File: src/rtl/bus_xfer_ctrl_pkg.sv
// Shared definitions for the bus transfer controller.
//   op_e    : command opcodes (NOP / LOAD / STORE / MOVE)
//   unit_e  : bus module codes (R1 / R2 / R3 / Acc)
//   state_e : sequencer states (IDLE / EXEC / TURN)
//   cmd_t   : one queued command {op, src, dst}
//   cmd_dir : external pin direction a command needs (1 = unit drives the bus)
package bus_xfer_ctrl_pkg;

    typedef enum logic [1:0] {
        OP_NOP   = 2'b00,
        OP_LOAD  = 2'b01,
        OP_STORE = 2'b10,
        OP_MOVE  = 2'b11
    } op_e;

    typedef enum logic [1:0] {
        U_R1  = 2'd0,
        U_R2  = 2'd1,
        U_R3  = 2'd2,
        U_ACC = 2'd3
    } unit_e;

    typedef enum logic [1:0] {
        ST_IDLE = 2'd0,
        ST_EXEC = 2'd1,
        ST_TURN = 2'd2
    } state_e;

    typedef struct packed {
        op_e   op;
        unit_e src;
        unit_e dst;
    } cmd_t;

    localparam int CMD_W = $bits(cmd_t);

    // A MOVE onto itself is executed as a NOP, so it does not drive the bus.
    function automatic logic cmd_dir(input cmd_t c);
        return (c.op == OP_STORE) || ((c.op == OP_MOVE) && (c.src != c.dst));
    endfunction

endpackage

File: src/rtl/bus_xfer_ctrl_cmd_fifo.sv
// Command FIFO, DEPTH entries of W bits, first-word fall-through head.
//   clk, rst_n : clock, synchronous active-low reset
//   push, pop  : write / read requests; both honoured in one cycle, even when full
//   wr_data    : entry to write
//   rd_data    : current head entry (valid while !empty)
//   full,empty : occupancy flags
module bus_xfer_ctrl_cmd_fifo #(
    parameter int DEPTH = 4,
    parameter int W     = 6
) (
    input  logic         clk,
    input  logic         rst_n,
    input  logic         push,
    input  logic         pop,
    input  logic [W-1:0] wr_data,
    output logic [W-1:0] rd_data,
    output logic         full,
    output logic         empty
);

    localparam int AW = $clog2(DEPTH);

    logic [W-1:0]  mem_reg [DEPTH];
    logic [AW-1:0] wr_ptr_reg;
    logic [AW-1:0] rd_ptr_reg;
    logic [AW:0]   count_reg;
    logic          push_ok;
    logic          pop_ok;

    assign full    = (count_reg == (AW+1)'(DEPTH));
    assign empty   = (count_reg == '0);
    // A push into a full FIFO is fine if the head leaves in the same cycle.
    assign push_ok = push && (!full || pop);
    assign pop_ok  = pop && !empty;
    assign rd_data = mem_reg[rd_ptr_reg];

    always_ff @(posedge clk) begin
        if (!rst_n) begin
            wr_ptr_reg <= '0;
            rd_ptr_reg <= '0;
            count_reg  <= '0;
        end else begin
            if (push_ok) wr_ptr_reg <= wr_ptr_reg + 1'b1;
            if (pop_ok)  rd_ptr_reg <= rd_ptr_reg + 1'b1;
            case ({push_ok, pop_ok})
                2'b10:   count_reg <= count_reg + 1'b1;
                2'b01:   count_reg <= count_reg - 1'b1;
                default: count_reg <= count_reg;
            endcase
        end
    end

    // Storage carries no reset; only the pointers define validity.
    always_ff @(posedge clk) begin
        if (push_ok) mem_reg[wr_ptr_reg] <= wr_data;
    end

endmodule

File: src/rtl/bus_xfer_ctrl.sv
// Sequencer for the shared 8-bit bus between R1, R2, R3, Acc and the pins.
//   Clock, nReset       : clock, synchronous active-low reset
//   CmdValid/CmdReady   : command handshake (CmdReady = FIFO not full)
//   CmdOp/CmdSrc/CmdDst : queued command fields
//   Sel*/RnW*           : registered select / read-not-write per bus module
//   Busy                : FIFO non-empty or sequencer not idle
//   Done                : pulse in the EXEC cycle of each command
//   Err                 : pulse for MOVE with Src == Dst (executed as NOP)
module bus_xfer_ctrl
    import bus_xfer_ctrl_pkg::*;
#(
    parameter int DEPTH = 4
) (
    input  logic       Clock,
    input  logic       nReset,
    input  logic       CmdValid,
    output logic       CmdReady,
    input  logic [1:0] CmdOp,
    input  logic [1:0] CmdSrc,
    input  logic [1:0] CmdDst,
    output logic       Sel1,
    output logic       RnW1,
    output logic       Sel2,
    output logic       RnW2,
    output logic       Sel3,
    output logic       RnW3,
    output logic       SelA,
    output logic       RnWa,
    output logic       Busy,
    output logic       Done,
    output logic       Err
);

    state_e     state_reg, state_next;
    cmd_t       cmd_reg;        // command popped last; held through TURN
    cmd_t       head;
    cmd_t       wr_cmd;
    cmd_t       exec_cmd;       // command the next cycle executes, if any
    logic       fifo_full, fifo_empty;
    logic       push, pop;
    logic       last_dir;
    logic       exec_go;
    logic [3:0] sel_reg, sel_next;
    logic [3:0] rnw_reg, rnw_next;
    logic       done_reg, done_next;
    logic       err_reg, err_next;
    logic       is_load, is_store, is_move;

    assign wr_cmd   = '{op: op_e'(CmdOp), src: unit_e'(CmdSrc), dst: unit_e'(CmdDst)};
    assign CmdReady = !fifo_full;
    assign push     = CmdValid && !fifo_full;
    assign pop      = (state_reg != ST_TURN) && !fifo_empty;
    // Direction of the previous EXEC; an IDLE cycle forgets it.
    assign last_dir = (state_reg == ST_EXEC) ? cmd_dir(cmd_reg) : 1'b0;

    bus_xfer_ctrl_cmd_fifo #(
        .DEPTH (DEPTH),
        .W     (CMD_W)
    ) u_fifo (
        .clk     (Clock),
        .rst_n   (nReset),
        .push    (push),
        .pop     (pop),
        .wr_data (wr_cmd),
        .rd_data (head),
        .full    (fifo_full),
        .empty   (fifo_empty)
    );

    // State register and registered outputs.
    always_ff @(posedge Clock) begin
        if (!nReset) begin
            state_reg <= ST_IDLE;
            cmd_reg   <= '0;
            sel_reg   <= '0;
            rnw_reg   <= '0;
            done_reg  <= 1'b0;
            err_reg   <= 1'b0;
        end else begin
            state_reg <= state_next;
            if (pop) cmd_reg <= head;
            sel_reg   <= sel_next;
            rnw_reg   <= rnw_next;
            done_reg  <= done_next;
            err_reg   <= err_next;
        end
    end

    // Next-state logic.
    always_comb begin
        state_next = state_reg;
        case (state_reg)
            ST_IDLE, ST_EXEC: begin
                if (fifo_empty)
                    state_next = ST_IDLE;
                else if (cmd_dir(head) == last_dir)
                    state_next = ST_EXEC;
                else
                    state_next = ST_TURN;
            end
            ST_TURN: state_next = ST_EXEC;
            default: state_next = ST_IDLE;
        endcase
    end

    // Output decode for the coming cycle; TURN and IDLE leave everything low.
    always_comb begin
        exec_cmd  = (state_reg == ST_TURN) ? cmd_reg : head;
        exec_go   = (state_next == ST_EXEC);
        is_load   = exec_go && (exec_cmd.op == OP_LOAD);
        is_store  = exec_go && (exec_cmd.op == OP_STORE);
        is_move   = exec_go && (exec_cmd.op == OP_MOVE) && (exec_cmd.src != exec_cmd.dst);
        done_next = exec_go;
        err_next  = exec_go && (exec_cmd.op == OP_MOVE) && (exec_cmd.src == exec_cmd.dst);
    end

    // 1-of-4 decoder: only the source unit ever gets RnW=1.
    generate
        for (genvar gi = 0; gi < 4; gi++) begin : g_unit
            assign sel_next[gi] = (is_load  && (exec_cmd.dst == unit_e'(gi))) ||
                                  (is_store && (exec_cmd.src == unit_e'(gi))) ||
                                  (is_move  && ((exec_cmd.src == unit_e'(gi)) ||
                                                (exec_cmd.dst == unit_e'(gi))));
            assign rnw_next[gi] = (is_store || is_move) && (exec_cmd.src == unit_e'(gi));
        end
    endgenerate

    assign Sel1 = sel_reg[0];
    assign RnW1 = rnw_reg[0];
    assign Sel2 = sel_reg[1];
    assign RnW2 = rnw_reg[1];
    assign Sel3 = sel_reg[2];
    assign RnW3 = rnw_reg[2];
    assign SelA = sel_reg[3];
    assign RnWa = rnw_reg[3];
    assign Done = done_reg;
    assign Err  = err_reg;
    assign Busy = !fifo_empty || (state_reg != ST_IDLE);

endmodule

File: config.mk
export PLATFORM = sky130hd
export DESIGN_NAME = bus_xfer_ctrl
export DESIGN_NICKNAME = d
export VERILOG_FILES = /design/src/rtl/bus_xfer_ctrl_pkg.sv /design/src/rtl/bus_xfer_ctrl_cmd_fifo.sv /design/src/rtl/bus_xfer_ctrl.sv
export SDC_FILE = /design/constraint.sdc
export NUM_CORES = 1
export LEC_CHECK = 0
export CAP_MARGIN = 20
export CORE_MARGIN = 4
export CORE_UTILIZATION = 55
export CTS_BUF_LIST = sky130_fd_sc_hd__clkbuf_8
export DETAILED_ROUTE_END_ITERATION = 8
export GPL_TIMING_DRIVEN = 0
export MAX_ROUTING_LAYER = met4
export PLACE_DENSITY = 0.77
export REMOVE_ABC_BUFFERS = 1
export SYNTH_ARGS = -nofsm -noshare
export SYNTH_HDL_FRONTEND = slang
export SYNTH_SLANG_ARGS = --single-unit
export TNS_END_PERCENT = 10
File: constraint.sdc
create_clock -name Clock -period 3.2 [get_ports Clock]
set_clock_uncertainty 0.05 [all_clocks]
set_input_delay 0.64 -clock Clock [delete_from_list [all_inputs] [get_ports Clock]]
set_output_delay 0.64 -clock Clock [all_outputs]
set_load 0.03 [all_outputs]
* Word level (Yosys, flattened, before mapping)
Memories as Yosys holds them, arrays and structs flattened. A register that Yosys moved wholly into a read port is not among the register bits. Index checks and enable logic that the tools add are counted.
Storage, ports and cells: bits in registers 25, memory bits (writable) 24, output and inout port bits 12, word-level logic and storage cells 104, memories 1
Cells by class: add/subtract/negate cells 4, equality and inequality tests 25, mux-type cells 10, reductions and logical operators 53
Memory list:
- u_fifo.mem_reg | words 4, width 6, rd ports 1, clocked after memory_dff 1, wr ports 1, RTL line bus_xfer_ctrl_cmd_fifo.sv:23 | logic [W-1:0] mem_reg [DEPTH];
Operator list (count):
- $logic_and 1x1->1 | 27
- $eq 2x2->1 const B | 12
- $logic_or 1x1->1 | 17
- $eq 2x1->1 const B | 6
- $mux 2 | 4
- $logic_not 2->1 | 3
- $mux 6 | 1
- $ne 2x2->1 | 3
- $pmux 3 s2 | 1
- $add 2x1->2 const B | 2
- $pmux 2 s2 | 1
- $reduce_bool 2->1 | 2
- $add 3x1->3 const B | 1
- $eq 3x3->1 const B | 1
- $logic_not 3->1 | 1
- $mux 1 | 3
- $sub 3x1->3 const B | 1
- $eq 2x2->1 | 1
- $logic_not 1->1 | 2
- $ne 2x2->1 const B | 1
- $reduce_or 2->1 | 1
- $eq 1x1->1 | 1

* Logic depth before layout (Yosys ltp)
word-level depth 13, depth in mapped cells 10, gate-level depth less buffers 10

* Cells and area by module
A second synthesis with hierarchy kept.
Unflattened totals: cell total of the unflattened synthesis 195, area total of the unflattened synthesis 2338.5 µm²
By module, submodules not included:
- bus_xfer_ctrl_cmd_fifo | instances 1, cells each 85, area each 1356.3 µm², seq. area each 900.9 µm²
- bus_xfer_ctrl | instances 1, cells each 110, area each 982.2 µm², seq. area each 360.3 µm²

* Worst setup path before layout
Ideal clock, no wire load.
kind flip-flop to flip-flop, start point register u_fifo.count_reg[0], end point register u_fifo.count_reg[2], data arrival time 2.246 ns, setup slack 0.832 ns, stages on the path, launching flop included 11, clock period less this slack 2.368 ns, cells stage by stage dfxtp_1 -> inv_1 -> nand3_1 -> and2_1 -> inv_1 -> ha_1 -> inv_1 -> fa_1 -> xor2_1 -> or3_1 -> a21oi_1
RTL lines:
- start, declared | RTL line bus_xfer_ctrl_cmd_fifo.sv:26 | logic [AW:0] count_reg;
- start signal, assigned | RTL line bus_xfer_ctrl_cmd_fifo.sv:46 | 2'b10: count_reg <= count_reg + 1'b1;
- start signal, assigned | RTL line bus_xfer_ctrl_cmd_fifo.sv:47 | 2'b01: count_reg <= count_reg - 1'b1;
- start signal, assigned | RTL line bus_xfer_ctrl_cmd_fifo.sv:48 | default: count_reg <= count_reg;
- $eq 3x3->1 * | RTL line bus_xfer_ctrl_cmd_fifo.sv:30 | assign full = (count_reg == (AW+1)'(DEPTH));
- $logic_not 1->1 *
- via CmdReady | RTL line bus_xfer_ctrl.sv:17 | output logic CmdReady,
- $logic_and 1x1->1 or $logic_or 1x1->1 (tied branches) | RTL line bus_xfer_ctrl.sv:51, bus_xfer_ctrl_cmd_fifo.sv:33
- $logic_and 1x1->1 * | RTL line bus_xfer_ctrl_cmd_fifo.sv:33 | assign push_ok = push && (!full || pop);
- $eq 2x1->1 or $eq 2x2->1 (tied branches) | RTL line bus_xfer_ctrl_cmd_fifo.sv:45 | case ({push_ok, pop_ok})
- $pmux 3 s2 or $reduce_bool 2->1 (tied branches)
Mark *: on every way through the listed nets, which the timed path passes. The rest lies on a longest branch. A chain may end at the register's enable or synchronous reset.

* Worst setup path after layout
start point register u_fifo.count_reg[0], end point register u_fifo.count_reg[2]
Between the ends: word-level cells in the longest chain between the ends 7
RTL lines:
- $logic_not 3->1 | RTL line bus_xfer_ctrl_cmd_fifo.sv:31 | assign empty = (count_reg == '0);
- $logic_not 1->1 | RTL line bus_xfer_ctrl_cmd_fifo.sv:34, bus_xfer_ctrl.sv:52
- $logic_and 1x1->1 | RTL line bus_xfer_ctrl.sv:52 | assign pop = (state_reg != ST_TURN) && !fifo_empty;
- $logic_or 1x1->1 | RTL line bus_xfer_ctrl_cmd_fifo.sv:33
- $logic_and 1x1->1 | RTL line bus_xfer_ctrl_cmd_fifo.sv:33
- $eq 2x1->1 or $eq 2x2->1 (tied branches) | RTL line bus_xfer_ctrl_cmd_fifo.sv:45
- $pmux 3 s2 or $reduce_bool 2->1 (tied branches)
Parallel ways exist; a longest one is shown, timed or not.

==> impl_metrics.ini <==
[worst_setup_path]
critPathRequiredTime_ns = 3.39
worstPathArrival_ns = 3.00
critPathKind = reg2reg
r2r-start = u_fifo.count_reg[0]
r2r_cells = 8
worstPathMaxFanout = 10
rrSetupSlack_ns = 0.39
start_kind = flop
reg2reg_to = u_fifo.count_reg[2]
end_kind = flop

[placed_design]
dp.final_hpwl_microns = 2880
io_buffer_count = 20
dpl.cell_count = 242
place_congestion = 0.855
placed_cell_area_sq_um = 2520

[route]
drt-total-wl_microns = 3830
wl_per_cell_microns = 15.3
dr.pass1.iters = 4
drtAntennaViolNets = 0
vias = 1392
via_per_inst = 5.57
drtIter0Drc = 64
post-route-drc-count = 0

[floorplanning]
die_h_microns = 72.7
die_w_microns = 72.7
initial_core_util_pct = 57.1
core_sq_um = 4030
row_count = 23
die_area_sq_um = 5290
io_pins = 21

[min_path]
hp-start = u_fifo.wr_ptr_reg[1]
hold_path_depth = 2
whs_endpoint = u_fifo.wr_ptr_reg[1]
hp-class = reg2reg

[timing]
rsz0062_at_grt = no
setup_viol = 0
fin_crit_ns = 2.81
drv_slew = 0
setup_tns_ns = 0
relSlewSlack_pct = 31.1
timing.hold.ws_ns = 0.467
hold_viol = 0
fmax_ghz = 0.356
max_slew.worst_pin.slew_ns = 1.03
min_period_over_period_pct = 87.7

[synth]
syn_area_per_cell_sq_um = 12.9
synthCells = 179
syn_area_sq_um = 2300
ys_ff_latch = 51
yosysSeqAreaShare_pct = 54.8
ys_types = 35
ys_warn_count = 0

[layout]
n_antenna_cell = 0
fillers = 314
largest_register_ffs = 24
finalInstanceArea_sq_um = 2610
syn_to_final_growth_pct = 13.5
final_nets = 214
drive_gt1_share_pct = 14.0
layout.cells.non_filler = 250

[run_status]
status = finished clean

[power_and_ir_drop]
p_sw_uw = 944
p_int_uw = 1460
leakage_uw = 0.000916
p_total_uw = 2410
netSwitchingFraction_pct = 39.2
seqPwrFrac_pct = 38.7
comb_power_share_pct = 45.4
vdd_drop_max_mv = 0.410
power.density_nw_per_um2 = 922
p_clk_share_pct = 15.8

[clocking]
post_cts_buffers = 0
cts.clk_slew.worst_paths_ns = 0.10
cts-root-buf = clkbuf_8
htreeDepth = 2
clk-insertion-delay-late_ns = 0.31
clockBufferDepth = 2
post_cts_resize_count = 0
cts_tree = built
numCtsBuffers = 5
cts_sinks = 51
cts_hold_buf = 0

[global_route]
grt_max_degree = 22
grt.total_usage_pct = 16.2
grt_pass1_wl_microns = 6370
grt-ovfl-total = 0
antenna_found_initial = 0
grt_pass1_vias = 1403

[flow_run]
max-cap-violations = 0
-- cells by family after synthesis --
logic type | synth area share (%)
flip-flops | 54.8
AND/OR/NAND/NOR | 11.8
AO/OA/AOI/OAI | 6.79
multiplexers | 13.4
buffers and inverters | 3.53
XOR/XNOR | 6.09
adder cells (fa/ha/maj) | 3.59
-- synth_stat cells (all sizes together) --
library cell	instances	share of area (%)
a21oi	12	2.6
a311oi	1	0.38
or3	1	0.27
xor2	5	1.9
nand3b	4	1.3
clkbuf	3	0.49
a22oi	1	0.33
dfxtp	27	23
xnor2	11	4.2
and3	6	1.6
nor3b	2	1.1
o21bai	1	0.33
o21ai	2	0.43
nand2	4	0.65
a31oi	2	0.54
nand3	3	0.65
nand2b	1	0.27
nor3	8	2.7
buf	4	1.4
inv	10	1.6
ha	5	2.7
and2	1	0.27
nand4b	1	0.38
mux2	2	1.1
mux2i	11	6.4
a211oi	4	2.2
nor2	16	2.6
fa	1	0.87
mux4	6	5.9
edfxtp	24	31
-- layer usage --
layer  vias to the layer above  track usage [%]  wire length [microns]
met3                        11             4.27                    166
met2                        31             28.7                   2040
met4                         0             5.53                     69
met1                       671             17.6                   1550
met5                         -                -                      0
li1                        679                -                      -
-- through the flow --
step	setup WS, ns	util, %
6_report	0.392	64.9
5_1_grt	0.202	64.9
4_1_cts	0.386	64.9
3_5_place_dp	0.409	62.6
3_3_place_gp	0.486	62.6
2_1_floorplan	0.732	-
-- critical path: stages (launching register included) --
cell and delay, ns:
dfxtp_1 0.39, nor3_1 0.12, a21oi_1 0.81, ha_1 0.33, inv_1 0.07, fa_1 0.37
xor2_1 0.16, or3_1 0.30, a21oi_1 0.14
-- power groups by stage --
stage / registers (uW) / clock network [uW] / logic, uW
2_1_floorplan: 969 / 0 / 824
3_3_place_gp: 939 / 0 / 1050
3_5_place_dp: 948 / 0 / 1100
4_1_cts: 934 / 393 / 1100
5_1_grt: 949 / 415 / 1200
6_report: 933 / 381 / 1090
-- final cells by class --
cell class,instances,area [sq um],share of cell area (%)
Timing Repair Buffer,20,200,7.66
Clock inverter,3,23.8,0.910
Inverter,10,37.5,1.44
Multi-Input combinational cell,111,960,36.7
Tap cell,50,62.6,2.39
Sequential cell,51,1260,48.3
Clock buffer,5,68.8,2.63
-- worst max path at each step --
| stage | start | end | depth (start not counted) |
|---|---|---|---|
| after floorplan | u_fifo.count_reg[0] | u_fifo.count_reg[2] | 8 |
| after global placement | u_fifo.count_reg[0] | u_fifo.count_reg[2] | 8 |
| after detailed placement | flop | rnw_reg[0] | 5 |
| after CTS | flop | rnw_reg[0] | 5 |
| after global routing | flop | rnw_reg[1] | 5 |
| final | u_fifo.count_reg[0] | u_fifo.count_reg[2] | 8 |
-- cells in the final DEF, fill, tap and decap left out, types with 2 or more instances in the layout --
cell and count:
o21ai_0 2, and3_1 6, nor2_1 16, a211oi_2 4
mux2i_1 8, clkdlybuf4s50_1 20, nand2_1 4, inv_1 10
nand3b_1 4, nand3_1 3, edfxtp_1 24, xor2_1 5
ha_1 5, mux4_2 6, mux2i_4 3, clkbuf_8 5
nor3b_2 2, nor3_2 2, a21oi_1 12, xnor2_1 11
clkinvlp_4 2, a31oi_1 2, nor3_1 5, dfxtp_1 27
Note: power is estimated with default switching activity, not from simulation.
